--- src/rtl/mac_array_ctrl.sv ---
// Pass sequencer for a row x col systolic MAC array: kernel load, execute, drain, done.
// Optional busy-cycle counter (perf_cycles) when MAC_CTRL_PERF_CNT_EN is defined.
module mac_array_ctrl #(
  parameter int row     = 8,
  parameter int col     = 8,
  parameter int len_bw  = 8,
  parameter int addr_bw = 11
) (
  input  logic                 clk,
  input  logic                 reset,
  input  logic                 start,
  input  logic [len_bw-1:0]    num_act,
  output logic                 busy,
  output logic                 done,
  output logic [2*row-1:0]     inst_w,
  output logic                 mem_rd_en,
  output logic [addr_bw-1:0]   mem_addr,
  output logic [col-1:0]       psum_valid
`ifdef MAC_CTRL_PERF_CNT_EN
  ,
  output logic [15:0]          perf_cycles
`endif
);

  localparam int DRAIN_LEN = row + col;
  localparam int CNT_W     = (len_bw > $clog2(DRAIN_LEN)) ? len_bw : $clog2(DRAIN_LEN);

  typedef enum logic [2:0] {S_IDLE, S_LOAD, S_EXEC, S_DRAIN, S_DONE} state_e;

  state_e               state_q, state_d;
  logic [CNT_W-1:0]     cnt_q, cnt_d;
  logic [len_bw-1:0]    num_q, num_d;
  logic                 accept;

  logic                 busy_q, busy_d;
  logic                 done_q, done_d;
  logic                 rd_en_q, rd_en_d;
  logic [addr_bw-1:0]   addr_q, addr_d;
  logic [1:0]           inst_base_d;
  logic [2*row-1:0]     inst_w_q, inst_w_d;
  logic [col-1:0]       psum_valid_q, psum_valid_d;

  assign accept = (state_q == S_IDLE) && start;

  // State register
  always_ff @(posedge clk) begin
    if (reset) begin
      state_q <= S_IDLE;
      cnt_q   <= '0;
      num_q   <= '0;
    end else begin
      state_q <= state_d;
      cnt_q   <= cnt_d;
      num_q   <= num_d;
    end
  end

  // Next-state: cnt_q holds remaining cycles minus one in the current phase
  always_comb begin
    state_d = state_q;
    cnt_d   = cnt_q;
    num_d   = num_q;
    case (state_q)
      S_IDLE: if (start) begin
        state_d = S_LOAD;
        cnt_d   = CNT_W'(col - 1);
        num_d   = num_act;
      end
      S_LOAD: begin
        if (cnt_q == '0) begin
          if (num_q == '0) begin
            state_d = S_DRAIN;
            cnt_d   = CNT_W'(DRAIN_LEN - 1);
          end else begin
            state_d = S_EXEC;
            cnt_d   = CNT_W'(num_q) - CNT_W'(1);
          end
        end else begin
          cnt_d = cnt_q - CNT_W'(1);
        end
      end
      S_EXEC: begin
        if (cnt_q == '0) begin
          state_d = S_DRAIN;
          cnt_d   = CNT_W'(DRAIN_LEN - 1);
        end else begin
          cnt_d = cnt_q - CNT_W'(1);
        end
      end
      S_DRAIN: begin
        if (cnt_q == '0) state_d = S_DONE;
        else             cnt_d   = cnt_q - CNT_W'(1);
      end
      S_DONE:  state_d = S_IDLE;
      default: state_d = S_IDLE;
    endcase
  end

  // Outputs decoded from the next state so the registered copies line up with state_q
  always_comb begin
    busy_d      = (state_d != S_IDLE);
    done_d      = (state_d == S_DONE);
    rd_en_d     = (state_d == S_LOAD) || (state_d == S_EXEC);
    inst_base_d = (state_d == S_LOAD) ? 2'b01 :
                  (state_d == S_EXEC) ? 2'b10 : 2'b00;
    addr_d      = addr_q;
    if (accept)                addr_d = '0;
    else if (rd_en_q && rd_en_d) addr_d = addr_q + addr_bw'(1);
    // Row 0 is the base instruction; each row below sees the row above one cycle later
    inst_w_d     = {inst_w_q[2*row-3:0], inst_base_d};
    // Bottom row's execute bit is already row-1 cycles late; column c adds c more
    psum_valid_d = {psum_valid_q[col-2:0], inst_w_q[2*row-1]};
  end

  always_ff @(posedge clk) begin
    if (reset) begin
      busy_q       <= 1'b0;
      done_q       <= 1'b0;
      rd_en_q      <= 1'b0;
      addr_q       <= '0;
      inst_w_q     <= '0;
      psum_valid_q <= '0;
    end else begin
      busy_q       <= busy_d;
      done_q       <= done_d;
      rd_en_q      <= rd_en_d;
      addr_q       <= addr_d;
      inst_w_q     <= inst_w_d;
      psum_valid_q <= psum_valid_d;
    end
  end

  assign busy       = busy_q;
  assign done       = done_q;
  assign mem_rd_en  = rd_en_q;
  assign mem_addr   = addr_q;
  assign inst_w     = inst_w_q;
  assign psum_valid = psum_valid_q;

`ifdef MAC_CTRL_PERF_CNT_EN
  logic [15:0] perf_q, perf_d;

  always_comb begin
    perf_d = perf_q;
    if (accept)                          perf_d = '0;
    else if (busy_q && perf_q != 16'hFFFF) perf_d = perf_q + 16'd1;
  end

  always_ff @(posedge clk) begin
    if (reset) perf_q <= '0;
    else       perf_q <= perf_d;
  end

  assign perf_cycles = perf_q;
`endif

endmodule

--- config.mk ---
export PLATFORM = sky130hd
export DESIGN_NAME = mac_array_ctrl
export DESIGN_NICKNAME = d
export VERILOG_FILES = /design/src/rtl/mac_array_ctrl.sv
export SDC_FILE = /design/constraint.sdc
export NUM_CORES = 1
export LEC_CHECK = 0
export ABC_AREA = 0
export CORE_AREA = 4 4 98 100
export DETAILED_ROUTE_END_ITERATION = 12
export DIE_AREA = 0 0 102 104
export GPL_TIMING_DRIVEN = 0
export PLACE_DENSITY = 0.6
export SLEW_MARGIN = 30
export SYNTH_ARGS = -nofsm -noshare
export SYNTH_HDL_FRONTEND = slang
export SYNTH_SLANG_ARGS = --single-unit
--- constraint.sdc ---
create_clock -name clk -period 6.6 [get_ports clk]
set_clock_uncertainty 0.1 [all_clocks]
set_input_delay 1.32 -clock clk [delete_from_list [all_inputs] [get_ports clk]]
set_output_delay 1.32 -clock clk [all_outputs]
set_load 0.01 [all_outputs]
==> results of run 1 <==
## power by group through the flow
stage | Sequential (mW) | Combinational, mW | Clock (mW)
2_1_floorplan | 0.403 | 0.207 | 0
3_3_place_gp | 0.405 | 0.281 | 0
3_5_place_dp | 0.406 | 0.282 | 0
4_1_cts | 0.398 | 0.284 | 0.337
5_1_grt | 0.403 | 0.319 | 0.351
6_report | 0.398 | 0.284 | 0.325
## worst register-to-register path, delay by kind of cell, from the launching register on
family                   cells  cell delay (ps)
AO/OA/AOI/OAI                2              880
adder cells (fa/ha/maj)      1              290
buffers and inverters        2              230
flip-flops                   1              390
AND/OR/NAND/NOR              3              580
## final cells by class
cell class | instances | share of cell area, %
Buffer | 13 | 2.35
Clock buffer | 10 | 4.16
Clock inverter | 5 | 1.70
Inverter | 9 | 1.02
Multi-Input combinational cell | 205 | 37.6
Sequential cell | 57 | 34.5
Tap cell | 108 | 4.09
Timing Repair Buffer | 48 | 14.5
## cell usage after synthesis (3+ instances only)
cell,number,share of area (%)
sky130_fd_sc_hd__or3_1,8,2.0
sky130_fd_sc_hd__nor2b_1,23,5.8
sky130_fd_sc_hd__a211oi_1,4,1.2
sky130_fd_sc_hd__nand4_1,6,1.5
sky130_fd_sc_hd__nand3_1,4,0.80
sky130_fd_sc_hd__ha_1,3,1.5
sky130_fd_sc_hd__nor3_1,10,2.0
sky130_fd_sc_hd__nor2_1,16,2.4
sky130_fd_sc_hd__o21ai_1,6,1.2
sky130_fd_sc_hd__clkbuf_1,8,1.2
sky130_fd_sc_hd__xnor2_1,6,2.1
sky130_fd_sc_hd__or4_1,6,1.8
sky130_fd_sc_hd__mux2i_1,3,1.2
sky130_fd_sc_hd__dfxtp_1,57,46
sky130_fd_sc_hd__xor2_1,3,1.1
sky130_fd_sc_hd__inv_1,7,1.1
sky130_fd_sc_hd__nor4_1,3,0.75
sky130_fd_sc_hd__a21oi_1,27,5.4
sky130_fd_sc_hd__o31ai_1,4,1.2
sky130_fd_sc_hd__nand2_1,38,5.7
sky130_fd_sc_hd__o2bb2ai_1,3,1.1
## registers in the layout, indices dropped and copies added, names as in the netlist
| register | count |
|---|---|
| mem_addr | 11 |
| done | 1 |
| num_q | 8 |
| mem_rd_en | 1 |
| state_q | 3 |
| busy | 1 |
| cnt_q | 8 |
| inst_w | 16 |
| psum_valid | 8 |
## routing by layer
metal / track usage, % / vias up
li1: - / 1129
met1: 16.6 / 1040
met2: 18.0 / 68
met3: 4.02 / 7
met4: 6.56 / 0
met5: 0 / -
## worst max path at each step
stage | slack [ps] | startpoint | end | depth (start not counted)
after floorplan | 4080 | start | mem_addr[5] | 5
after global placement | 3340 | start | cnt_q[3] | 5
after detailed placement | 3350 | start | cnt_q[3] | 5
after CTS | 3730 | start | cnt_q[3] | 5
after global routing | 3600 | start | cnt_q[3] | 5
final | 3690 | start | cnt_q[3] | 5
## cell families after synthesis
group,synth area share (%)
compound gates,15.9
buf+inv,4.46
flops,45.7
mux,1.20
fa+ha+maj,1.50
simple gates,28.1
xor+xnor,3.16
## layout by cell type, fill, tap and decap left out, types with 3 or more instances in the layout
master | synthesis | final
sky130_fd_sc_hd__o21ai_1 | 6 | 6
sky130_fd_sc_hd__clkbuf_1 | 8 | 8
sky130_fd_sc_hd__a211oi_1 | 4 | 4
sky130_fd_sc_hd__nand3_1 | 4 | 4
sky130_fd_sc_hd__clkdlybuf4s50_1 | 0 | 48
sky130_fd_sc_hd__nor3_1 | 10 | 10
sky130_fd_sc_hd__nand2_1 | 38 | 38
sky130_fd_sc_hd__a21oi_1 | 27 | 27
sky130_fd_sc_hd__clkbuf_8 | 0 | 10
sky130_fd_sc_hd__or3_1 | 8 | 8
sky130_fd_sc_hd__xnor2_1 | 6 | 6
sky130_fd_sc_hd__nor4_1 | 3 | 3
sky130_fd_sc_hd__nor2_1 | 16 | 16
sky130_fd_sc_hd__nor2b_1 | 23 | 23
sky130_fd_sc_hd__nand4_1 | 6 | 6
sky130_fd_sc_hd__or4_1 | 6 | 6
sky130_fd_sc_hd__mux2i_1 | 3 | 3
sky130_fd_sc_hd__dfxtp_1 | 57 | 57
sky130_fd_sc_hd__inv_1 | 7 | 7
sky130_fd_sc_hd__o2bb2ai_1 | 3 | 3
sky130_fd_sc_hd__xor2_1 | 3 | 3
sky130_fd_sc_hd__ha_1 | 3 | 3
sky130_fd_sc_hd__o31ai_1 | 4 | 4
==> impl_results.md, run 1 <==
- Initial DRT Pass Iterations: 4
- Total CTS buffers: 9
- Maximum clock path buffer count: 2
- Psw: roughly 330 uW
- Worst Hold Endpoint: inst_w[7]
- Length in cells of the worst reg-to-reg path: 8
- Leak pwr: roughly 1.2 nW
- Die Outline Area: around 11000 um2
- Data required time of the worst path: 6740 ps
- Core region area: about 8700 um2
- Storage cell area: approximately 1100 um2
- Share of the core filled with cells in the final layout: a little under two fifths
- Share of total power in sequential cells: roughly 40%
- Antenna Diode Count: 0
- Relative contribution of the clock network to total power: 32.2%
- CTS H-tree depth: 3
- Cell Pwr Density: between 300 and 400 nW/um2
- Data arrival, critical path: between 3000 and 4000 ps
- CTS sink count: between 50 and 60
- Hold Path Stages: 1
- Fraction of power consumed by combinational cells: between 20 and 30%
- Total DRC errors in the routed layout: 0
- DIE WIDTH: ~100 um
- Fin Setup TNS: 0 ps
- Result of the run: complete, no violations
- Number of top-level pins: 49
- RSZ-0062 raised after global routing: false
- Worst hold slack: 364 ps
- Hold crit path type: register to register
- Routed met3 length: 482 um
- Setup crit start kind: primary input
- Avg Synthesized Cell Area: 8.79 um2
- Clock input transition at the sequential cells of the worst setup and hold paths: roughly 70 ps
- Register-to-register path setup slack: 4020 ps
- Count of flip-flops with a built-in enable after synthesis: 0
- Placed cells: 440
- First-pass GRT wire length: between 10000 and 15000 um
- Number of setup violations in the final report: 0
- Detailed Route Iter0 Violations: roughly 120
- Final-layout fill cell count: between 900 and 1000
- Setup slack of the critical path after layout: roughly 3700 ps
- Synth Net Count: ~300
- Placed wire-length estimate: between 4000 and 5000 um
- Post-placement setup slack: between 3000 and 4000 ps
- Worst path slowest cell: sky130_fd_sc_hd__clkdlybuf4s50_1
- Via density per instance: a little under 5
- Largest stage delay on the critical path: 550 ps
- Placed instance area: around 3100 um2
- Std cell rows: 34
- Final number of hold-violating endpoints: 0
- Hold buffer count at cts: 0
- Reg-to-reg critical path endpoint: cnt_q[3]
- Max Used Layer: met4
- Number of gates given a new drive strength after cts: 0
- P&R area growth vs syn: 32.4%
- Starting density of the core: between 20% and 30%
- Gr usage total: about an eighth
- Highest Clock Rate: between 0.3 and 0.4 GHz
- Series of cell instances along the critical path: clkdlybuf4s50_1, nor3_1, a311oi_2, nor2_2, a221o_1
- Number of synthesized register bits: 57
- Critical path capture point type: register
- Synth Instances: between 200 and 300
- Prevailing post-synth register cell: sky130_fd_sc_hd__dfxtp_1
- Post-layout minimum cycle time: a little under 3000 ps
- Launching point of the worst reg2reg path: cnt_q[0]
- Netlist Area Pre-Place: about 2500 um2
- Port buffer count: 48
- GRT overflow: 0
- Max-capacitance violation count: 0
- CTS Root Buffer Type: sky130_fd_sc_hd__clkbuf_8
- Max FO, Critical Path: 5
- Internal power consumption: 673 uW
- Seq/Total Area, Yosys: between 40% and 50%
- Number of buffer and inverter instances along the worst setup path: 1
- Top delay family on crit path: compound AO/OA/AOI/OAI gates
- Antenna Nets Post-Route: 0
- Multi-input gate area: between 1000 and 1500 um2
- Number of cells in the finished layout apart from fillers: approximately 460
- Final cycle utilization of the critical path: about 44%
- Final standard cell area without fillers: 3310 um2
- Total number of vias: 2244
- Worst-case vdd ir drop: roughly 0.00012 V
- Insertion delay to the later sink of the worst-skew pair: between 300 and 400 ps
- Setup fix buffers added after clock tree synthesis: 0
- Share of total power consumed by net switching: around a third
- Detailed-routed wire length on met2: approximately 2700 um
- Count of final max-slew check failures: 0
- Relative slew margins: between 60% and 70%
- Routed WL per cell: 13.9 um
- Via count of the first global-routing pass: around 2200
- Actual transition at the worst max-transition pin: roughly 600 ps
- Share of final-layout standard cells stronger than drive strength 1: 9.22%
- Distinct cell type count after synthesis: 51
- Critical path type: primary input to register
- CTS tree: built
- Yosys warnings: 0
- Final Total Pwr: 1.01 mW
- Pin count of the biggest net entering global routing: 11
- Detailed-route wire length: 6320 um
- Routability-driven placement congestion ratio: slightly below 0.9
- Startpoint of the worst hold path: inst_w[5]
- Number of nets in the finished design: 357
- M1 wire length: around 3000 um
- Antenna violations before repair: 0
- Proportion of register bits with asynchronous set or reset after synthesis: 0%
- Die span in y: about 100 um
(Power assumes the default switching activity.)
==> inputs of run 2 (changes only) <==
--- a/config.mk
+++ b/config.mk
@@ -10,7 +10,7 @@
 export DETAILED_ROUTE_END_ITERATION = 12
 export DIE_AREA = 0 0 102 104
 export GPL_TIMING_DRIVEN = 0
-export PLACE_DENSITY = 0.6
+export PLACE_DENSITY = 0.62
 export SLEW_MARGIN = 30
 export SYNTH_ARGS = -nofsm -noshare
 export SYNTH_HDL_FRONTEND = slang
==> constraint.sdc (replaced) <==
create_clock -name clk -period 2.45 [get_ports clk]
set_clock_uncertainty 0.1 [all_clocks]
set_input_delay 0.49 -clock clk [delete_from_list [all_inputs] [get_ports clk]]
set_output_delay 0.49 -clock clk [all_outputs]
set_load 0.01 [all_outputs]
==> run 2 against run 1 <==
  * Combinational power rose to 2.8 times the previous value
  * Clock-buffer cell count up 1
  * Core utilization up 0.32 points
  * Register-to-register slack worse by 3900 ps
  * Largest cell class unchanged
  * Via count up 0.18%
  * Sequential share of layout area down 0.25 points
  * Sequential cell count unchanged
  * Hold slack worse by 2.8 ps
==> impl_results.md, run 2 (same netlist as run 1, synthesis figures left out) <==
- Placed wire-length estimate: 4450 um (-2.0%)
- Total CTS buffers: 9 (unchanged)
- Cell Pwr Density: 819 nW/um2 (+170%)
- Placed cells: 440 (unchanged)
- Initial DRT Pass Iterations: 4 (unchanged)
- Number of setup violations in the final report: 0 (unchanged)
- Startpoint of the worst hold path: inst_w[12]
- Post-layout minimum cycle time: 2300 ps
- Relative slew margins: 55.0% (-5.2 points)
- First-pass GRT wire length: 10100 um (-4.0%)
- Core region area: 8680 um2 (unchanged)
- CTS Root Buffer Type: sky130_fd_sc_hd__clkbuf_8
- Gr usage total: 11.8% (-0.75 points)
- DIE WIDTH: 102 um (unchanged)
- Critical path type: register to register
- Number of cells in the finished layout apart from fillers: 456 (+0.22%)
- CTS H-tree depth: 3 (unchanged)
- Setup crit start kind: register
- Clock input transition at the sequential cells of the worst setup and hold paths: 60 ps (about the same)
- Highest Clock Rate: approximately 0.44 GHz
- Insertion delay to the later sink of the worst-skew pair: 330 ps (about the same)
- Leak pwr: 1.15 nW (about the same)
- Routability-driven placement congestion ratio: 0.945 (+7.0%)
- Antenna violations before repair: 0 (unchanged)
- Number of flip-flops in the largest register: 16 (unchanged)
- P&R area growth vs syn: 33.5%
- Final cycle utilization of the critical path: a little over nine tenths
- Final number of hold-violating endpoints: 0 (unchanged)
- Number of top-level pins: 49 (unchanged)
- Via density per instance: 4.93 (about the same)
- Count of final max-slew check failures: 0 (unchanged)
- Via count of the first global-routing pass: 2112 (-2.4%)
- Worst hold slack: 362 ps (-2.84 ps)
- Max FO, Critical Path: 10 (+5)
- Setup fix buffers added after clock tree synthesis: 0 (unchanged)
- CTS sink count: 57 (unchanged)
- Die span in y: 104 um (unchanged)
- Port buffer count: 48 (unchanged)
- Std cell rows: 34 (unchanged)
- Worst setup startpoint: cnt_q[1]
- Number of nets in the finished design: 357 (unchanged)
- Worst-case vdd ir drop: 0.000349 V (+190%)
- Detailed-route wire length: 6150 um (-2.7%)
- Result of the run: complete, no violations
- Fin Setup TNS: 0 ps (unchanged)
- Data arrival, critical path: 2410 ps (-640 ps)
- CTS tree: built
- Total number of vias: 2248 (+0.18%)
- Starting density of the core: 28.8% (unchanged)
- Pin count of the biggest net entering global routing: 11 (unchanged)
- Maximum clock path buffer count: 2 (unchanged)
- Data required time of the worst path: 2570 ps (-4170 ps)
- Die Outline Area: 10600 um2 (unchanged)
- GRT overflow: 0 (unchanged)
- Share of final-layout standard cells stronger than drive strength 1: 10.1% (+0.84 points)
- Actual transition at the worst max-transition pin: 670 ps (+77.9 ps)
- Hold Path Stages: 1 (unchanged)
- Length in cells of the worst reg-to-reg path: 8 (unchanged)
- Launching point of the worst reg2reg path: cnt_q[1]
- Routed WL per cell: 13.5 um (-2.9%)
- Leading cell type in the layout, fill and taps excluded: sky130_fd_sc_hd__dfxtp_1
- Hold crit path type: register to register
- Detailed Route Iter0 Violations: 165 (+41%)
- Antenna Diode Count: 0 (unchanged)
- Total DRC errors in the routed layout: 0 (unchanged)
- Final standard cell area without fillers: 3330 um2 (+0.83%)
- Antenna Nets Post-Route: 0 (unchanged)
- Critical path capture point type: register
- Max-capacitance violation count: 0 (unchanged)
- Leading cell types in the layout, fill and taps excluded: sky130_fd_sc_hd__dfxtp_1 (56), sky130_fd_sc_hd__clkdlybuf4s50_1 (48), sky130_fd_sc_hd__nand2_1 (38), sky130_fd_sc_hd__a21oi_1 (27), sky130_fd_sc_hd__nor2b_1 (23)
- Final Total Pwr: 2.73 mW (+170%)
- RSZ-0062 raised after global routing: false
- Placed instance area: 3110 um2 (unchanged)
## run 2: stage by stage
| stage | setup WS [ps] | util (%) |
|---|---|---|
| floorplan | 275 | - |
| global placement | -105 | 35.9 |
| detailed placement | -59.3 | 35.9 |
| CTS | 14.4 | 38.3 |
| global route | 13.3 | 38.4 |
| finish | 153 | 38.4 |
## run 2: metal layers
layer	global-route usage [%]	vias to the layer above	routed length, um
met4	4.22	0	74
met3	3.22	7	491
met2	17.6	84	2700
met5	0	-	0
li1	-	1124	-
met1	16.2	1033	2890
## run 2: layout make-up
| type | instances | area (um2) |
|---|---|---|
| buffer | 13 | 77.6 |
| clock buffer | 11 | 141 |
| clock inverter | 5 | 55.1 |
| fill | 911 | 5340 |
| inverter | 9 | 33.8 |
| multi-input combinational | 205 | 1270 |
| sequential | 57 | 1140 |
| tap | 108 | 135 |
| timing repair buffer | 48 | 480 |
## run 2: report_power, final
part | leakage (nW) | total, mW | internal (mW) | switching, mW
Clock | 0.0953 | 0.865 | 0.494 | 0.371
Combinational | 0.594 | 0.789 | 0.340 | 0.448
Sequential | 0.463 | 1.08 | 0.997 | 0.0817
## run 2: timing repair
action                     CTS  global route
setup endpoints to repair    1            12
pin swaps                    0             1
hold buffers                 0             0
resized for setup            1             4
## run 2: path summary, 6_finish.rpt
check	endpoint	slack, ps
setup / recovery	cnt_q[3]	150
hold / removal	inst_w[14]	360
setup reg to reg	cnt_q[3]	150
hold reg to reg	inst_w[14]	360
## run 2: critical path, stage by stage, from the launching register on
cell and delay, ps:
sky130_fd_sc_hd__dfxtp_1 390, sky130_fd_sc_hd__inv_1 80, sky130_fd_sc_hd__ha_2 220, sky130_fd_sc_hd__nor3b_4 190
sky130_fd_sc_hd__and2_1 180, sky130_fd_sc_hd__buf_6 140, sky130_fd_sc_hd__a311oi_4 410, sky130_fd_sc_hd__nor2_2 110
sky130_fd_sc_hd__a221o_1 350
==> inputs of run 3 (changes only) <==
--- a/config.mk
+++ b/config.mk
@@ -11,7 +11,9 @@
 export DIE_AREA = 0 0 102 104
 export GPL_TIMING_DRIVEN = 0
 export PLACE_DENSITY = 0.62
+export SKIP_LAST_GASP = 1
 export SLEW_MARGIN = 30
 export SYNTH_ARGS = -nofsm -noshare
 export SYNTH_HDL_FRONTEND = slang
 export SYNTH_SLANG_ARGS = --single-unit
+export TNS_END_PERCENT = 1
==> run 3 against run 2 <==
  * First-iteration DRC count up 12%
  * Clock-buffer cell count unchanged
  * Core utilization decreased by 0.12 points
  * Non-clock buffer count stayed put
  * Fmax down 6.2%
  * Highest routed layer unchanged
==> impl_results.md, run 3 (same netlist as run 1, synthesis figures left out) <==
- Result of the run: complete, no violations
- Data arrival, critical path: 2610 ps (+200 ps)
- Critical path type: register to register
- Final-layout fill cell count: 910 (-0.11%)
- Insertion delay to the later sink of the worst-skew pair: 330 ps (about the same)
- Clock input transition at the sequential cells of the worst setup and hold paths: 70 ps (about the same)
- Critical path capture point type: register
- Total number of vias: 2249 (+0.044%)
- Initial DRT Pass Iterations: 4 (unchanged)
- Actual transition at the worst max-transition pin: 659 ps (-11.2 ps)
- Data required time of the worst path: 2610 ps (+40 ps)
- RSZ-0062 raised after global routing: true
- Count of final max-slew check failures: 0 (unchanged)
- Cell Pwr Density: 820 nW/um2 (about the same)
- CTS H-tree depth: 3 (unchanged)
- Die span in y: 104 um (unchanged)
- Max FO, Critical Path: 10 (unchanged)
- Detailed Route Iter0 Violations: 184 (+12%)
- Via density per instance: 4.93 (about the same)
- Number of cells in the finished layout apart from fillers: 456 (unchanged)
- Placed cells: 440 (unchanged)
- Final number of hold-violating endpoints: 0 (unchanged)
- Worst-case vdd ir drop: 0.000350 V (+0.23%)
- Setup crit start kind: register
- Pin count of the biggest net entering global routing: 11 (unchanged)
- Fraction of met3 tracks used by global routing: 3.22% (unchanged)
- Setup slack of the critical path after layout: 1.46 ps (-152 ps)
- Routability-driven placement congestion ratio: 0.945 (unchanged)
- Post-layout minimum cycle time: 2450 ps (+152 ps)
- First-pass GRT wire length: 10100 um (unchanged)
- Antenna Nets Post-Route: 0 (unchanged)
- Setup fix buffers added after clock tree synthesis: 0 (unchanged)
- Starting density of the core: 28.8% (unchanged)
- Number of nets in the finished design: 357 (unchanged)
- Die Outline Area: 10600 um2 (unchanged)
- Number of setup violations in the final report: 0 (unchanged)
- Storage cell area: 1140 um2 (-0.11%)
- Number of top-level pins: 49 (unchanged)
- Maximum clock path buffer count: 2 (unchanged)
- Hold Path Stages: 1 (unchanged)
- P&R area growth vs syn: 33.1%
- CTS sink count: 57 (unchanged)
- CTS Root Buffer Type: sky130_fd_sc_hd__clkbuf_8
- Post-placement setup slack: -59.3 ps (unchanged)
- Number of flip-flops in the largest register: 16 (unchanged)
- Std cell rows: 34 (unchanged)
- DIE WIDTH: 102 um (unchanged)
- GRT Max-Usage Layer: met2
- Routed WL per cell: 13.5 um (-0.18%)
- Multi-input gate area: 1260 um2 (-0.69%)
- Global routing met2 resource utilization: 17.6% (unchanged)
- Relative slew margins: 55.7% (+0.75 points)
- Hold crit path type: register to register
- Leak pwr: 1.15 nW (about the same)
- Max-capacitance violation count: 0 (unchanged)
- Leading cell type in the layout, fill and taps excluded: sky130_fd_sc_hd__dfxtp_1
- Total DRC errors in the routed layout: 0 (unchanged)
- GRT overflow: 0 (unchanged)
- Total CTS buffers: 9 (unchanged)
- Core region area: 8680 um2 (unchanged)
- Share of final-layout standard cells stronger than drive strength 1: 9.48% (-0.57 points)
- Final cycle utilization of the critical path: 99.9% (+6.2 points)
- Highest Clock Rate: 0.408 GHz (-6.2%)
- GRT met1 Usage: 16.2% (unchanged)
- Leading cell types in the layout, fill and taps excluded: sky130_fd_sc_hd__dfxtp_1 (57), sky130_fd_sc_hd__clkdlybuf4s50_1 (48), sky130_fd_sc_hd__nand2_1 (38), sky130_fd_sc_hd__a21oi_1 (27), sky130_fd_sc_hd__nor2b_1 (23)
- Antenna Diode Count: 0 (unchanged)
- Detailed-route wire length: 6140 um (-0.18%)
- CTS tree: built
- Port buffer count: 48 (unchanged)
- Placed wire-length estimate: 4450 um (unchanged)
- Length in cells of the worst reg-to-reg path: 9 (+1)
- Gr usage total: 11.8% (unchanged)
- Via count of the first global-routing pass: 2112 (unchanged)
- Antenna violations before repair: 0 (unchanged)
run 3: cell types whose count changed in the layout (fill, tap and decap cells not counted):
cell / delta
sky130_fd_sc_hd__nor3b_4: -1
sky130_fd_sc_hd__ha_1: +1
sky130_fd_sc_hd__dfxtp_1: +1
sky130_fd_sc_hd__dfxtp_2: -1
sky130_fd_sc_hd__ha_2: -1
sky130_fd_sc_hd__nor3b_2: +1
run 3: layout make-up:
class | count | area share (%)
Buffer | 13 | 2.33
Clock inverter | 5 | 1.66
Inverter | 9 | 1.02
Clock buffer | 11 | 4.25
Multi-Input combinational cell | 205 | 37.9
Tap cell | 108 | 4.06
Timing Repair Buffer | 48 | 14.5
Sequential cell | 57 | 34.3
run 3: worst paths after layout:
kind	from	end	slack [ps]
min reg2reg	inst_w[12]	inst_w[14]	360
max	cnt_q[0]	mem_addr[3]	1
min	inst_w[12]	inst_w[14]	360
max reg2reg	cnt_q[0]	mem_addr[3]	1
run 3: metrics by stage:
stage	area [um2]	total power [mW]	hold WS (ps)	TNS, ps	util, %
2_1_floorplan	2500	1.64	359	0	-
3_3_place_gp	3110	1.86	352	-105	35.9
3_5_place_dp	3110	1.86	351	-59.3	35.9
4_1_cts	3320	2.74	363	0	38.3
5_1_grt	3320	2.89	370	-564	38.3
6_report	3320	2.72	361	0	38.3
run 3: what timing repair did:
item | CTS | global route
endpoints found under the setup margin | 1 | 12
cloned | 0 | 0
hold buffers | 0 | 0
pin swaps | 0 | 1
resized for setup | 1 | 1
run 3: worst max-delay path, cell delays in order (launching register included):
cell and delay (ps):
sky130_fd_sc_hd__dfxtp_1 340, sky130_fd_sc_hd__inv_1 110, sky130_fd_sc_hd__ha_1 290, sky130_fd_sc_hd__nor3b_2 430
sky130_fd_sc_hd__nand3_2 260, sky130_fd_sc_hd__o22ai_2 290, sky130_fd_sc_hd__buf_6 180, sky130_fd_sc_hd__buf_8 140
sky130_fd_sc_hd__o21ai_1 70, sky130_fd_sc_hd__a21oi_1 150
run 3: power breakdown:
part	switching [mW]	total, mW	internal (mW)	leakage (nW)
registers	0.0806	1.08	0.996	0.463
clock network	0.372	0.866	0.494	0.0953
logic	0.449	0.782	0.333	0.595
run 3: per-layer routing:
metal / up-vias / wire length (um)
li1: 1123 / -
met1: 1031 / 2870
met2: 88 / 2670
met3: 7 / 518
met4: 0 / 74
met5: - / 0
